File: src/rtl/parity_tx_stage.sv
// Parity-encoding transmit stage: a 2-entry skid buffer that appends one parity bit per word.
// Optional error injection is enabled by defining PARITY_TX_ERR_INJECT_EN.
module parity_tx_stage #(
  parameter int   DATA_WIDTH = 17,
  parameter logic PARITY     = 1'b1,
  parameter logic P_BIT      = 1'b1
) (
  input  logic                  clk,
  input  logic                  rst,
  input  logic                  valid_in,
  output logic                  grant_out,
  input  logic [DATA_WIDTH-2:0] data_in,
  output logic                  valid_out,
  input  logic                  grant_in,
  output logic [DATA_WIDTH-1:0] data_out,
  input  logic                  inject_err,
  output logic [15:0]           tx_count
);

  localparam int PW = DATA_WIDTH - 1;

  typedef enum logic [1:0] {
    EMPTY = 2'd0,
    ONE   = 2'd1,
    TWO   = 2'd2
  } state_t;

  // Parity is the XOR-reduction of the payload, inverted for odd sense, optionally flipped.
  function automatic logic [DATA_WIDTH-1:0] encode(input logic [PW-1:0] d, input logic flip);
    logic p;
    p = (^d) ^ (~PARITY) ^ flip;
    if (P_BIT) begin
      encode = {d, p};
    end else begin
      encode = {p, d};
    end
  endfunction

  state_t                state_r;
  state_t                state_s;
  logic [DATA_WIDTH-1:0] head_r;
  logic [DATA_WIDTH-1:0] skid_r;
  logic                  grant_r;
  logic                  valid_r;
  logic [15:0]           count_r;

  logic                  in_xfer_s;
  logic                  out_xfer_s;
  logic                  flip_s;
  logic [DATA_WIDTH-1:0] word_s;
  logic                  load_head_s;
  logic                  head_from_skid_s;
  logic                  load_skid_s;

  assign in_xfer_s  = valid_in & grant_r;
  assign out_xfer_s = valid_r & grant_in;
  assign word_s     = encode(data_in, flip_s);

`ifdef PARITY_TX_ERR_INJECT_EN
  logic pend_r;

  assign flip_s = inject_err | pend_r;

  // A request seen without an accepted word waits here for the next accepted word.
  always_ff @(posedge clk) begin
    if (rst) begin
      pend_r <= 1'b0;
    end else if (in_xfer_s) begin
      pend_r <= 1'b0;
    end else if (inject_err) begin
      pend_r <= 1'b1;
    end else begin
      pend_r <= pend_r;
    end
  end
`else
  logic unused_inject_s;

  assign flip_s          = 1'b0;
  assign unused_inject_s = inject_err;
`endif

  // Next state and datapath steering for the skid buffer.
  always_comb begin
    state_s          = state_r;
    load_head_s      = 1'b0;
    head_from_skid_s = 1'b0;
    load_skid_s      = 1'b0;
    case (state_r)
      EMPTY: begin
        if (in_xfer_s) begin
          state_s     = ONE;
          load_head_s = 1'b1;
        end else begin
          state_s = EMPTY;
        end
      end
      ONE: begin
        if (in_xfer_s && out_xfer_s) begin
          state_s     = ONE;
          load_head_s = 1'b1;
        end else if (in_xfer_s) begin
          state_s     = TWO;
          load_skid_s = 1'b1;
        end else if (out_xfer_s) begin
          state_s = EMPTY;
        end else begin
          state_s = ONE;
        end
      end
      TWO: begin
        if (out_xfer_s) begin
          state_s          = ONE;
          head_from_skid_s = 1'b1;
        end else begin
          state_s = TWO;
        end
      end
      default: begin
        state_s = EMPTY;
      end
    endcase
  end

  // State, handshake flags, storage and transfer counter.
  always_ff @(posedge clk) begin
    if (rst) begin
      state_r <= EMPTY;
      grant_r <= 1'b0;
      valid_r <= 1'b0;
      head_r  <= {DATA_WIDTH{1'b0}};
      skid_r  <= {DATA_WIDTH{1'b0}};
      count_r <= 16'd0;
    end else begin
      state_r <= state_s;
      grant_r <= (state_s != TWO);
      valid_r <= (state_s != EMPTY);
      if (load_head_s) begin
        head_r <= word_s;
      end else if (head_from_skid_s) begin
        head_r <= skid_r;
      end else begin
        head_r <= head_r;
      end
      if (load_skid_s) begin
        skid_r <= word_s;
      end else begin
        skid_r <= skid_r;
      end
      if (out_xfer_s) begin
        count_r <= count_r + 16'd1;
      end else begin
        count_r <= count_r;
      end
    end
  end

  assign grant_out = grant_r;
  assign valid_out = valid_r;
  assign data_out  = head_r;
  assign tx_count  = count_r;

endmodule

File: config.mk
export PLATFORM = sky130hd
export DESIGN_NAME = parity_tx_stage
export DESIGN_NICKNAME = d
export VERILOG_FILES = /design/src/rtl/parity_tx_stage.sv
export SDC_FILE = /design/constraint.sdc
export NUM_CORES = 1
export LEC_CHECK = 0
export ABC_AREA = 1
export CORE_UTILIZATION = 55
export CTS_BUF_LIST = sky130_fd_sc_hd__clkbuf_16
export CTS_CLUSTER_SIZE = 40
export DETAILED_ROUTE_END_ITERATION = 8
export GPL_TIMING_DRIVEN = 0
export MAX_ROUTING_LAYER = met4
export PLACE_DENSITY = 0.94
export SYNTH_ARGS = -nofsm -noshare
export SYNTH_HDL_FRONTEND = slang
export SYNTH_SLANG_ARGS = --single-unit
File: constraint.sdc
create_clock -name clk -period 3 [get_ports clk]
set_input_delay 0.6 -clock clk [delete_from_list [all_inputs] [get_ports clk]]
set_output_delay 0.6 -clock clk [all_outputs]
set_load 0.03 [all_outputs]
==> reports/results.txt, run 1 <==
Static timing analysis puts the maximum clock frequency at 0.452 GHz. Amount of wire on met3 after detailed routing: 380 µm. The area added between synthesis and finish was 28.4%; the routed wire length was 6.85 mm.

The number of sinks driven by the clock tree is 54. Clock-pin slew reported for the worst setup and hold paths after clock tree synthesis: 0.07 ns. No sink is reached through more buffers than the 2 on the longest clock path. 0 antenna diodes ended up in the layout. The top cell types in the final layout, fill and taps aside, are nand2_1 (117), inv_1 (67), dfxtp_1 (54), clkdlybuf4s50_1 (54), a21oi_1 (38). The largest fanout of any net on the critical path came out at 10.

In the final layout, flip-flops and latches occupy 1080 µm². The run gives 1.30 mW as the internal power contribution. The signal on the critical path passes through clkdlybuf4s50_1 > nand2_4 > inv_2 > ha_1 > inv_1 > o21ai_2 > inv_2 > clkbuf_1 > o211ai_1 > inv_1. After legalization and detailed placement, the total HPWL measured 4.89 mm. For this block, the initial DRC count from the detailed router was 207.

In this run the critical register-to-register path is launched from valid_out. The synthesized net count was 435; the post-route fraction of the period consumed by the critical path was 73.8%. The finished layout holds 540 standard cells, fillers aside. The number of port buffers is 54. Setup repair after global routing left no endpoint under its margin. The initial utilization of the core area, before any placement, comes to 57.8%. The post-cts resize count was 0; the power share of the clock group was 35.2%.

Setup violations remaining at the end of the flow were counted as 0. Signal routing reaches up to met4. Max-cap violations in this run came to 0. Using the TritonRoute via totals, the vias-per-cell ratio works out to 5.31. The tightest min-delay check is of the register to register type. Tracing the worst setup path back leads to its startpoint at grant_in. The number of cells traversed by the worst register-to-register path works out to 9. The first detailed-routing pass ran for 4 iterations.

Dividing total power by cell area gives a power density of 513 nW/µm². For the number of global-route vias before repair, the log shows 2,753. The master of the slowest instance on the critical path was clkdlybuf4s50_1. At the end of routability-driven placement, the weighted congestion stood at 0.826.

The y dimension of the die is 72.9 µm. The synthesized netlist cell count is 411. The total area of multi-input combinational cells came out at 1360 µm². TritonCTS built the clock tree. The die is 72.9 µm wide.

The die covers 5320 µm². Sort of element at the end of the critical path: a register. Nature of the critical path startpoint: an input port.

In this run the worst setup path terminates at data_out[16]. The flow ran to the end, and the final reports show no timing, DRC or antenna violations. Overall power: 1.82 mW. Net total in the final layout: 496.

The critical path required time is 3.19 ns, and the maximum number of pins on one net before global-route repair is 16. The site row count was 25. The worst relative slew slack is 64.2%, and the worst reg-to-reg setup slack is 1.22 ns. Clock skew on the completed layout was measured at 0.00579 ns.

The number of hold-repair buffers added at the cts stage was 0; the post-synthesis sequential area ratio was 39.1%. Clock tree synthesis selected as its root buffer the cell clkbuf_16. Clock tree synthesis inserted a total of 5 buffers.

The area of placed instances is 3390 µm². Worst supply voltage drop on vdd: 0.313 mV. The share of final-layout standard cells stronger than drive strength 1 works out to 6.13%. The netlist uses 32 different library cells. The core outline area was 4790 µm²; the time the final worst path needs with I/O delays and setup was 2.21 ns.

The start-to-end type of the worst setup path was input port to register. Fill cells in the final layout number 368. The worst-skew pair later-pin latency is 0.30 ns, and the total number of H-tree levels is 2. Dividing the synthesized area by the synthesized cell count gives 6.73 µm².

The met2 layer wire length in the routed design is 3.42 mm, and the flip-flop and latch count after synthesis is 54. At the pin with the least slew margin, the transition time is 0.537 ns. Counting both buffers and inverters, the worst setup path holds a total of 6. The routed layout has 2,868 vias. Summed over all cells, the static leakage comes to 1.73 nW.

The run gives 28.9% as the total track usage. Net switching is 28.4% of the power. The worst hold path passes through 2 cells. Counting buffers and inverters, the worst setup path is 10 cells deep.

The tools report the data arrival at the endpoint of the critical path as 2.41 ns. The worst reg2reg path endpoint was data_out[16]. The library cell used most frequently in the layout, excluding fill and tap cells, is nand2_1. The count of nets left with antenna violations after detail routing was 0; the net switching power was 0.518 mW. The number of max-slew violations in the final report was 0.

Per report_power, the combinational group accounts for 21.5% of the total. For the initial antenna violation count, the log shows 0. The dominant delay contributor by cell family on the critical path is buffers and inverters. Pin placement for this block handled 56 I/O pins.

The number of synthesis warnings was 0; the combined area of all synthesized cells was 2770 µm². The part of the total power dissipated in sequential elements came out at 43.4%. The hold violation count in the final report was 0. The first global-routing pass estimated 11.5 mm of wire. For this run, the slowest stage of the critical path takes 0.50 ns. The logs give 0 ns for the total negative setup slack and 0 for the residual DRC count. Summed over all layers, the global routing overflow is 0. The detailed-route wire length per cell is 12.7 µm, and the post-route standard cell area excluding fillers is 3550 µm². The number of placed instances, taps included, is 532.

Post-CTS timing repair inserted 0 buffers for setup. Routed metal-1 wire length: 2.89 mm.
[metal layers]
metal | vias to the layer above | global-route usage [%]
met3 | 15 | 6.08
met5 | - | -
li1 | 1428 | -
met2 | 109 | 49.3
met1 | 1316 | 32.8
met4 | 0 | 12.2
[worst min-delay path, cell delays in order, from the launching register on]
cell,delay [ns]
dfxtp_1,0.30
inv_1,0.06
a21oi_1,0.05
[logic make-up (layout without fill, tap and decap cells)]
kind of cell / Yosys count / count (layout) / synth area share (%)
buffers and inverters: 85 / 147 / 11.9
DFF: 54 / 54 / 39.1
AOI/OAI and AO/OA: 95 / 95 / 19.2
xor gates and xnor gates: 2 / 2 / 0.633
muxes: 1 / 1 / 0.362
and+or+nand+nor: 171 / 171 / 27.5
adders and majority gates: 3 / 3 / 1.36
[power by group through the flow]
stage	registers (mW)	logic (mW)	clock network [mW]
detailed placement	0.805	0.383	0
CTS	0.789	0.390	0.642
floorplan	0.865	0.178	0
global placement	0.804	0.370	0
finish	0.790	0.391	0.641
global route	0.793	0.432	0.676
[metrics by stage]
| stage | utilization [%] | hold WS [ns] | setup WS [ns] |
|---|---|---|---|
| after global placement | 70.8 | 0.439 | 0.559 |
| final | 74.2 | 0.453 | 0.786 |
| after floorplan | - | 0.430 | 1.28 |
| after global routing | 74.2 | 0.486 | 0.622 |
| after CTS | 74.2 | 0.456 | 0.817 |
| after detailed placement | 70.8 | 0.446 | 0.521 |
[how the worst min path moves through the flow]
| stage | from | to | slack, ns |
|---|---|---|---|
| 6_report | skid_r[15] | skid_r[15] | 0.45 |
| 5_1_grt | skid_r[15] | skid_r[15] | 0.49 |
| 4_1_cts | skid_r[15] | skid_r[15] | 0.46 |
| 3_5_place_dp | skid_r[15] | skid_r[15] | 0.45 |
| 3_3_place_gp | skid_r[7] | skid_r[7] | 0.44 |
| 2_1_floorplan | skid_r[10] | skid_r[10] | 0.43 |
[synthesized netlist by cell type, drive strengths merged]
cell,count,share of area [%]
and3,1,0.23
buf,5,1.0
nor3,3,0.54
mux2i,1,0.36
o21ai,36,6.6
xor2,2,0.63
nand3,18,3.4
a31oi,1,0.23
o21a,4,1.1
inv,70,9.5
a21oi,38,6.9
ha,3,1.4
clkinv,1,0.14
nor2,25,4.7
nand2,120,17
dfxtp,54,39
o211ai,16,4.3
clkbuf,9,1.3
nand4,4,1.7
[state kept, by name (all words and copies together) (netlist names)]
register / flops
data_out: 17
skid_r: 17
tx_count: 16
state_r: 2
grant_out: 1
valid_out: 1
[layout make-up]
class	count	area share, %
Inverter	71	7.50
Multi-Input combinational cell	272	38.2
Tap cell	67	2.36
Clock buffer	5	3.52
Timing Repair Buffer	54	15.2
Clock inverter	3	1.06
Buffer	14	1.76
Sequential cell	54	30.4
(Power assumes the default switching activity.)
==> run 2, diff against run 1 <==
- CORE_UTILIZATION: 55 -> 46
- PLACE_DENSITY: 0.94 -> 0.85
- clock period: 3 -> 1.8 ns (I/O delays scaled with it)
==> reports/results.txt, run 2 (synthesis results as in run 1) <==
The run gives -0.465 ns (-0.986 ns) as the setup slack after placement. The residual DRC count is 0 (unchanged), and the worst supply voltage drop on vdd is 0.598 mV (+91%). TritonCTS built the clock tree. Leaving out fill and tap cells, the most frequent cells in the layout are nand2_1 (117), inv_1 (64), dfxtp_1 (54). The core outline area was 5640 µm² (+18%). The run gives 0 (unchanged) as the global route total overflow. The flow ran to the end, and the final reports show no timing, DRC or antenna violations. The number of port buffers came out at 54 (unchanged). The power density of the placed cells works out to 813 nW/µm² (+59%). The worst setup path is captured at a primary output. The worst relative slew slack is 66.4% (+2.2 points).

Dividing the final minimum period by the clock period gives 98.3%. The logs give 4 (unchanged) for the length of the first detailed-routing pass in iterations and 0.457 ns (+0.00415 ns) for the worst hold slack. The run gives 0.840 (+1.6%) as the final estimated routing congestion in global placement. The number of max-slew violations in the final report was 0 (unchanged). The worst setup path is of the register to primary output kind. Net total in the final layout: 499 (+0.60%). The largest clock skew in the final design came out at 0.00662 ns (+0.000824 ns). The tools report the routed wire length as 6.55 mm (-4.4%). The logs give 10.7 mm (-7.5%) for the first-pass GRT wire length and 0.565 GHz for the maximum clock frequency.

The biggest cell delay along the critical path was 0.70 ns (+0.20 ns). Largest fanout of any net on the critical path: 3 (-7). In this design, the largest share of critical-path delay is due to buffers and inverters.

The clock-pin slew reported for the worst setup and hold paths after clock tree synthesis is 0.07 ns (about the same). The initial antenna violation count was 0 (unchanged); the CTS buffer count was 5 (unchanged). The number of global-route vias before repair came out at 2,469 (-10%).

The die area is 6330 µm² (+19%), and the number of placed instances with taps included is 537 (+0.94%). The number of cells in the finished layout apart from fillers is 548 (+1.5%), and the data arrival at the endpoint of the critical path is 1.41 ns (-1.00 ns). The total inserted antenna cells came out at 0 (unchanged). Total number of vias: 2,794 (-2.6%).

The total number of H-tree levels came out at 2 (unchanged). The post-detailed-route via-to-cell ratio is 5.10 (-4.0%). The run gives 54 (unchanged) as the number of sinks driven by the clock tree. The count of nets left with antenna violations after detail routing is 0 (unchanged), and the share of final-layout standard cells stronger than drive strength 1 is 7.56% (+1.4 points). The worst-skew pair later-pin latency is 0.30 ns (about the same), and the final core utilization is 63.7% (-11 points). Total negative setup slack: 0 ns (unchanged). The master of the slowest instance on the critical path was clkdlybuf4s50_1. Sum of net half-perimeters after detailed placement: 4.68 mm (-4.3%).

STA classifies the critical path startpoint as a register. The total track usage was 22.2% (-6.7 points). The number of max-cap violations was 0 (unchanged). The site row count is 27 (+8.0%), and the critical path required time is 1.44 ns (-1.75 ns). The DRC violation total after the first TritonRoute iteration is 172 (-17%). The signal on the critical path passes through clkdlybuf4s50_1.

The y dimension of the die is 79.6 µm (+9.1%), and the maximum number of pins on one net before global-route repair is 17 (+1). The slew at the pin closest to its max-slew limit was 0.504 ns (-0.0332 ns). The initial core utilization was 49.0% (-8.8 points); the time the final worst path needs with I/O delays and setup was 1.77 ns.

The clock tree buffer depth was 2 (unchanged). For the number of hold-repair buffers added at the cts stage, the log shows 0 (unchanged). The startpoint of the worst-slack reg-to-reg timing path is valid_out. The tools report the startpoint of the most critical hold path as skid_r[8].

Compared with the post-synthesis result, the final layout area differs by 29.9%. The number of buffers and inverters on the critical path came out at 1 (-5). In this run the clock root is driven by a clkbuf_16. For the leakage power total, the log shows 1.80 nW (+4.3%). I/O pin total: 56 (unchanged).

The die width is 79.6 µm (+9.1%). The min-delay analysis places its worst path in the category register to register. The detailed-route wire length per cell is 11.9 µm (-5.7%). The worst setup slack after layout is 0.0311 ns (-0.755 ns), and the hold violation count in the final report is 0 (unchanged). Leaving out fill and tap cells, the most frequent cell in the layout is nand2_1. The run gives 0 (unchanged) as the final setup violation count. The startpoint of the worst setup timing path is tx_count[5]. Setup repair after global routing left no endpoint under its margin.
[run 2: cell count changes in the layout (fill, tap and decap cells not counted), moves of 2 or more]
cell	previous run	this run
dlymetal6s2s_1	0	4
inv_1	67	64
clkbuf_1	8	6
buf_2	4	2
dlygate4sd2_1	0	2
buf_4	1	5
clkdlybuf4s50_1	54	48
[run 2: layout make-up]
class,instances,area [µm²]
Fill cell,477,2050
Multi-Input combinational cell,272,1360
Sequential cell,54,1080
Timing Repair Buffer,57,571
Inverter,71,269
Clock buffer,5,125
Tap cell,72,90.1
Buffer,14,76.3
Clock inverter,3,16.3
[run 2: repair_timing]
item | CTS | global route
pin swaps | 1 | 1
endpoints found under the hold margin | 0 | 0
buffers inserted | 1 | 2
setup endpoints to repair | 20 | 27
gates resized for setup | 7 | 10
gates cloned | 0 | 0
[run 2: power breakdown]
part	switching [mW]	internal, mW	leakage (nW)
Clock	0.430	0.509	0.0672
Sequential	0.0443	1.27	0.440
Combinational	0.396	0.272	1.30
[run 2: final timing paths]
check / endpoint / cells past startpoint / slack [ns]
max: tx_count[5] / 1 / 0.03
min: skid_r[8] / 2 / 0.46
max reg2reg: data_out[2] / 9 / 0.22
min reg2reg: skid_r[8] / 2 / 0.46
[run 2: routing by layer]
metal  vias to the layer above  wire length [µm]  track usage [%]
met5                         -                 0                -
met3                         9               355             3.89
met1                      1257              2920             26.7
met2                        98              3180             37.2
li1                       1430                 -                -
met4                         0                96             7.82
[run 2: metrics by stage]
stage	total power, mW	instance area (µm²)
after CTS	2.91	3560
after detailed placement	1.98	3400
after global routing	3.05	3590
after floorplan	1.74	2770
final	2.92	3590
after global placement	1.96	3400
==> run 3, diff against run 2 <==
- CORE_UTILIZATION: 46 -> 55
- PLACE_DENSITY: 0.85 -> 0.94
- TNS_END_PERCENT: unset -> 1
- clock period: 1.8 -> 2.3 ns (I/O delays scaled with it)
==> results of run 3 <==
Same layout as run 1 (identical final DEF). Status: completed.
Among the figures that moved: setup slack after placement 0.521 ns -> -0.0393 ns; setup slack after layout 0.786 ns -> 0.226 ns; register-to-register setup slack 1.22 ns -> 0.52 ns; total power 1.82 mW -> 2.38 mW; worst IR drop on VDD 0.313 mV -> 0.409 mV
